--- config.mk ---
export PLATFORM = sky130hd
export DESIGN_NAME = serial_subtractor
export DESIGN_NICKNAME = d
export VERILOG_FILES = /design/src/rtl/serial_arith_pkg.sv /design/src/rtl/full_subtractor.sv /design/src/rtl/serial_subtractor.sv
export SDC_FILE = /design/constraint.sdc
export NUM_CORES = 1
export LEC_CHECK = 0
export CAP_MARGIN = 15
export CELL_PAD_IN_SITES_DETAIL_PLACEMENT = 1
export CELL_PAD_IN_SITES_GLOBAL_PLACEMENT = 1
export CORE_MARGIN = 4
export CORE_UTILIZATION = 34
export CTS_CLUSTER_DIAMETER = 40
export CTS_CLUSTER_SIZE = 40
export DETAILED_ROUTE_END_ITERATION = 12
export GPL_TIMING_DRIVEN = 0
export PLACE_DENSITY_LB_ADDON = 0.05
export SYNTH_ARGS = -nofsm -noshare
export SYNTH_HDL_FRONTEND = slang
export SYNTH_HIERARCHICAL = 1
export SYNTH_SLANG_ARGS = --single-unit
--- constraint.sdc ---
create_clock -name clk -period 1.3 [get_ports clk]
set_clock_uncertainty 0.05 [all_clocks]
set_input_delay 0.26 -clock clk [delete_from_list [all_inputs] [get_ports clk]]
set_output_delay 0.26 -clock clk [all_outputs]
set_load 0.05 [all_outputs]
--- src/rtl/serial_arith_pkg.sv ---
// Shared definitions for the bit-serial arithmetic units (subtractor now, adder later).
package serial_arith_pkg;

  localparam logic [1:0] ST_IDLE  = 2'd0;
  localparam logic [1:0] ST_SHIFT = 2'd1;
  localparam logic [1:0] ST_DONE  = 2'd2;

  typedef enum logic [1:0] {
    IDLE  = ST_IDLE,
    SHIFT = ST_SHIFT,
    DONE  = ST_DONE
  } state_t;

  // Bit counter width; a 1-bit operand still needs a 1-bit counter.
  function automatic int cnt_width(input int w);
    return (w > 1) ? $clog2(w) : 1;
  endfunction

endpackage

--- src/rtl/full_subtractor.sv ---
// One-bit full subtractor: d = a - b - bin, with borrow out.
module full_subtractor (
  input  logic a,
  input  logic b,
  input  logic bin,
  output logic d,
  output logic bout
);

  assign d    = a ^ b ^ bin;
  assign bout = (~a & b) | (~(a ^ b) & bin);

endmodule

--- src/rtl/serial_subtractor.sv ---
// Bit-serial WIDTH-bit subtractor (diff = a - b), LSB first, one bit per clock,
// framed by a start/busy/done handshake; results hold until the next operation.
module serial_subtractor
  import serial_arith_pkg::*;
#(
  parameter int WIDTH = 8
) (
  input  logic             clk,
  input  logic             rst,
  input  logic             start,
  input  logic [WIDTH-1:0] a,
  input  logic [WIDTH-1:0] b,
  output logic             busy,
  output logic             done,
  output logic [WIDTH-1:0] diff,
  output logic             bout
);

  localparam int CW = cnt_width(WIDTH);
  localparam logic [CW-1:0] LAST = CW'(WIDTH - 1);

  state_t           state_reg;
  logic [WIDTH-1:0] a_sh_reg;
  logic [WIDTH-1:0] b_sh_reg;
  logic [WIDTH-1:0] diff_reg;
  logic [WIDTH-1:0] diff_sh_next;
  logic [CW-1:0]    cnt_reg;
  logic             br_reg;
  logic             br_next;
  logic             d_bit;
  logic             bout_reg;
  logic             busy_reg;
  logic             done_reg;
  logic             accept;
  logic             shift_en;

  assign accept   = start && ((state_reg == IDLE) || (state_reg == DONE));
  assign shift_en = (state_reg == SHIFT);

  full_subtractor u_fs (
    .a    (a_sh_reg[0]),
    .b    (b_sh_reg[0]),
    .bin  (br_reg),
    .d    (d_bit),
    .bout (br_next)
  );

  // The bit shifted out of the partial result each cycle is never needed, so the
  // in-flight register only holds the upper WIDTH-1 result bits.
  generate
    if (WIDTH == 1) begin : g_w1
      assign diff_sh_next = d_bit;
    end else begin : g_wn
      logic [WIDTH-2:0] part_reg;

      assign diff_sh_next = {d_bit, part_reg};

      always_ff @(posedge clk) begin
        if (rst || accept) begin
          part_reg <= '0;
        end else if (shift_en) begin
          part_reg <= diff_sh_next[WIDTH-1:1];
        end
      end
    end
  endgenerate

  always_ff @(posedge clk) begin
    if (rst) begin
      state_reg <= IDLE;
      a_sh_reg  <= '0;
      b_sh_reg  <= '0;
      cnt_reg   <= '0;
      br_reg    <= 1'b0;
      diff_reg  <= '0;
      bout_reg  <= 1'b0;
      busy_reg  <= 1'b0;
      done_reg  <= 1'b0;
    end else begin
      case (state_reg)
        IDLE, DONE: begin
          done_reg <= 1'b0;
          if (start) begin
            a_sh_reg  <= a;
            b_sh_reg  <= b;
            cnt_reg   <= '0;
            br_reg    <= 1'b0;
            busy_reg  <= 1'b1;
            state_reg <= SHIFT;
          end else begin
            busy_reg  <= 1'b0;
            state_reg <= IDLE;
          end
        end
        SHIFT: begin
          a_sh_reg <= a_sh_reg >> 1;
          b_sh_reg <= b_sh_reg >> 1;
          br_reg   <= br_next;
          if (cnt_reg == LAST) begin
            diff_reg  <= diff_sh_next;
            bout_reg  <= br_next;
            busy_reg  <= 1'b0;
            done_reg  <= 1'b1;
            state_reg <= DONE;
          end else begin
            cnt_reg <= cnt_reg + CW'(1);
          end
        end
        default: begin
          busy_reg  <= 1'b0;
          done_reg  <= 1'b0;
          state_reg <= IDLE;
        end
      endcase
    end
  end

  assign busy = busy_reg;
  assign done = done_reg;
  assign diff = diff_reg;
  assign bout = bout_reg;

endmodule

==> impl_metrics.py <==
metrics = {
    "critical_path": {
        "rr_endpoint": "cnt_reg[0]",
        "worst_path_dominant_cell_family": "simple AND/OR/NAND/NOR gates",
        "cp_num_cells": 5,
        "cpMostUsedCell": "sky130_fd_sc_hd__ha_4",
        "crit-reg2reg-launch": "cnt_reg[0]",
        "cp_max_fo": 4,
        "arrival_ns": 1.52,
        "crit_slowest_cell": "sky130_fd_sc_hd__or3b_4",
        "register_to_register_setup_slack_ns": -0.11,
        "setup.worst_path.end_class": "register",
        "r2r_cells": 5,
        "timing.critical_path.buf_inv": 0,
        "worst-endpoint-required_ns": 1.41,
        "max_stage_delay_ns": 0.41,
        "critical_path_class": "register to register",
        "crit_path_cell_trace": "ha_4 -> ha_4 -> or3b_4 -> nand3_2 -> a21oi_2",
        "startpoint_type": "register",
    },
    "pwr": {
        "vdd_ir_drop_max_mv": 0.504,
        "report.power.total_w": 0.00262,
        "power_density_normalized_to_cell_area_nw_per_um2": 1150,
        "leakage_power_nw": 0.855,
    },
    "global_routing": {
        "maximum_number_of_pins_on_one_net_before_global_route_repair": 12,
        "grt_pass1_wl_um": 7300,
        "number_of_antenna_violations_at_the_first_check_in_global_routing": 0,
        "number_of_global_route_vias_before_repair": 1553,
        "globalRouteOverflowTotal": 0,
        "groute.usage.overall_pct": 15.4,
    },
    "floorplan": {
        "ports_placed_on_the_boundary": 30,
        "die_w_um": 76.9,
        "core_area_um2": 4470,
        "fp.dieH_um": 76.9,
        "floorplan.initialDensity_pct": 36.1,
        "placementRows": 24,
        "die-area_um2": 5910,
    },
    "synth": {
        "synth-warning-count": 6,
        "post_synth_instance_area_um2": 1610,
        "yosysSeqAreaShare_pct": 49.6,
        "syn_nets": 221,
        "postSynthCellCount": 198,
        "ys_ff_latch": 40,
        "yosys.cell_types.count": 19,
        "syn-mean-instance-area_um2": 8.15,
    },
    "final_layout": {
        "number_of_nets_in_the_layout": 264,
        "final.fill_count": 540,
        "multiInputGateArea_um2": 847,
        "syn_to_final_growth_pct": 40.5,
        "layout-drive-gt1-share_pct": 27.0,
        "antennaDiodeCount": 0,
        "regArea_um2": 811,
    },
    "run": {
        "cap_viol_max_count": 0,
    },
    "min_path": {
        "whs_path_depth": 2,
        "timing.hold.worst.start": "rst",
        "min_delay_worst_endpoint": "b_sh_reg[0]",
        "min-delay-path-class": "input pin to register",
    },
    "sta": {
        "relSlewSlack_pct": 54.6,
        "finalMaxSlewViolations": 0,
        "max_freq_mhz": 709,
        "setup_viol": 13,
        "finalCritPeriodShare_pct": 109,
        "period_minus_slack_ns": 1.41,
        "tightestPinTransition_ns": 0.681,
        "setup_ws_ns": -0.111,
        "fin_hold_ws_ns": 0.301,
        "final_hold_violation_count": 0,
        "unrepaired_setup_endpoints_after_global_routing": "yes",
    },
    "clock_network": {
        "insertion_delay_ns": 0.29,
        "ctsRootBufferMaster": "sky130_fd_sc_hd__clkbuf_8",
        "clock_tree_from_tritoncts": "done",
        "buffer_depth_of_the_longest_clock_path": 2,
        "tritoncts.num_buffers": 5,
        "tritoncts_num_sinks": 40,
        "cts_h_tree_depth": 2,
        "clk_transition_reported_paths_ns": 0.08,
    },
    "placement": {
        "finalWeightedCongestion": 0.738,
        "numPortBuffers": 28,
        "half_perimeter_wire_length_after_placement_um": 3110,
    },
    "routing": {
        "antenna_left": 0,
        "post_drt_wl_per_cell_um": 15.0,
        "starting_drc_count_in_detailed_routing": 61,
        "drt_pre_antenna_iters": 4,
        "detailroute.wirelength.met2_um": 2180,
        "topRoutingLayerUsed": "met4",
        "routed_wl_um": 4390,
        "vias": 1536,
        "detail_route.drc_violations": 0,
        "drt-met1-wl_um": 1950,
        "routed_via_density": 5.24,
        "routed_wl_met3_um": 195,
    },
    "run_status": {
        "violated_checks": "setup timing",
        "status": "finished, violations left",
    },
}
-- Yosys cell counts --
library cell               number  area share [%]
sky130_fd_sc_hd__buf_4          4             1.9
sky130_fd_sc_hd__buf_2          3            0.93
sky130_fd_sc_hd__ha_1           3             2.3
sky130_fd_sc_hd__nand3b_1       1            0.47
sky130_fd_sc_hd__nor3_1         1            0.31
sky130_fd_sc_hd__nor3b_1        2            0.93
sky130_fd_sc_hd__dfxtp_1       40              50
sky130_fd_sc_hd__fa_1           1             1.2
sky130_fd_sc_hd__or3b_1         1            0.54
sky130_fd_sc_hd__nand2_1       56              13
sky130_fd_sc_hd__buf_6          1            0.70
sky130_fd_sc_hd__nand2b_1       4             1.6
sky130_fd_sc_hd__clkbuf_1       7             1.6
sky130_fd_sc_hd__a311oi_1      14             7.6
sky130_fd_sc_hd__inv_1          3            0.70
sky130_fd_sc_hd__a21oi_1       24             7.4
sky130_fd_sc_hd__nor2_1        16             3.7
sky130_fd_sc_hd__nor2b_1        2            0.78
sky130_fd_sc_hd__nand3_1       15             4.7
-- through the flow --
stage          cells  setup WS [ns]  area (um2)  utilization [%]  setup TNS (ns)
6_report         293         -0.111        2270             50.7          -0.644
2_1_floorplan    198        -0.0372        1660                -          -0.111
5_1_grt          293         -0.154        2270             50.7           -2.18
3_3_place_gp     278         -0.389        2000             44.8           -7.66
4_1_cts          291         -0.102        2170             48.4          -0.510
3_5_place_dp     278         -0.493        2000             44.8           -9.65
-- layer usage --
| layer | GRT usage (%) | up-vias |
|---|---|---|
| met1 | 19.0 | 746 |
| met4 | 5.43 | 0 |
| li1 | - | 754 |
| met2 | 25.4 | 29 |
| met3 | 4.45 | 7 |
| met5 | 0 | - |
-- cells by family after synthesis --
family / after synthesis / synth area share, %
flip-flops: 40 / 49.6
adder cells (fa/ha/maj): 4 / 3.57
AO/OA/AOI/OAI: 38 / 15.0
buffers and inverters: 18 / 5.81
AND/OR/NAND/NOR: 98 / 26.0
-- worst max-delay path by stage --
| stage | from | endpoint | slack, ns |
|---|---|---|---|
| global placement | start | a_sh_reg[0] | -0.39 |
| CTS | cnt_reg[0] | cnt_reg[0] | -0.10 |
| global route | state_reg[0] | a_sh_reg[2] | -0.15 |
| finish | cnt_reg[0] | cnt_reg[0] | -0.11 |
| detailed placement | start | a_sh_reg[1] | -0.49 |
| floorplan | cnt_reg[1] | cnt_reg[1] | -0.04 |
-- layout make-up --
type                       instances  area share [%]
timing repair buffer              36            14.5
inverter                           3           0.497
sequential                        40            35.8
multi-input combinational        140            37.4
tap                               52            2.87
buffer                            15            4.75
clock buffer                       7            4.25
-- power breakdown --
group	total [W]	leakage, nW	internal (W)	switching [W]
combinational	0.000402	0.476	0.000199	0.000203
sequential	0.00132	0.329	0.00128	0.0000392
clock	0.000892	0.0503	0.000473	0.000419
total	0.00262	0.855	0.00196	0.000662
-- cells in the final DEF (no fill, tap or decap), types with 2 or more instances in the layout --
cell type	synthesis	final
sky130_fd_sc_hd__nand2_1	56	56
sky130_fd_sc_hd__dfxtp_1	40	34
sky130_fd_sc_hd__nor2_1	16	16
sky130_fd_sc_hd__clkdlybuf4s50_1	0	16
sky130_fd_sc_hd__a21oi_1	24	15
sky130_fd_sc_hd__buf_2	3	12
sky130_fd_sc_hd__nand3_1	15	12
sky130_fd_sc_hd__a311oi_1	14	10
sky130_fd_sc_hd__buf_4	4	9
sky130_fd_sc_hd__a21oi_2	0	9
sky130_fd_sc_hd__clkbuf_8	0	7
sky130_fd_sc_hd__dfxtp_2	0	5
sky130_fd_sc_hd__buf_6	1	4
sky130_fd_sc_hd__clkbuf_1	7	4
sky130_fd_sc_hd__a311oi_2	0	4
sky130_fd_sc_hd__nand3_2	0	3
sky130_fd_sc_hd__inv_1	3	3
sky130_fd_sc_hd__nor2b_1	2	2
sky130_fd_sc_hd__nand2b_4	0	2
sky130_fd_sc_hd__nand2b_1	4	2
sky130_fd_sc_hd__ha_4	0	2
-- what timing repair did --
| item | in CTS | in global routing |
|---|---|---|
| setup endpoints to repair | 44 | 38 |
| buffers inserted | 5 | 1 |
| gates resized for setup | 67 | 26 |
| pin swaps | 2 | 2 |
| cloned | 1 | 1 |
| hold buffers | 0 | 0 |
Note: power is estimated with default switching activity, not from simulation.
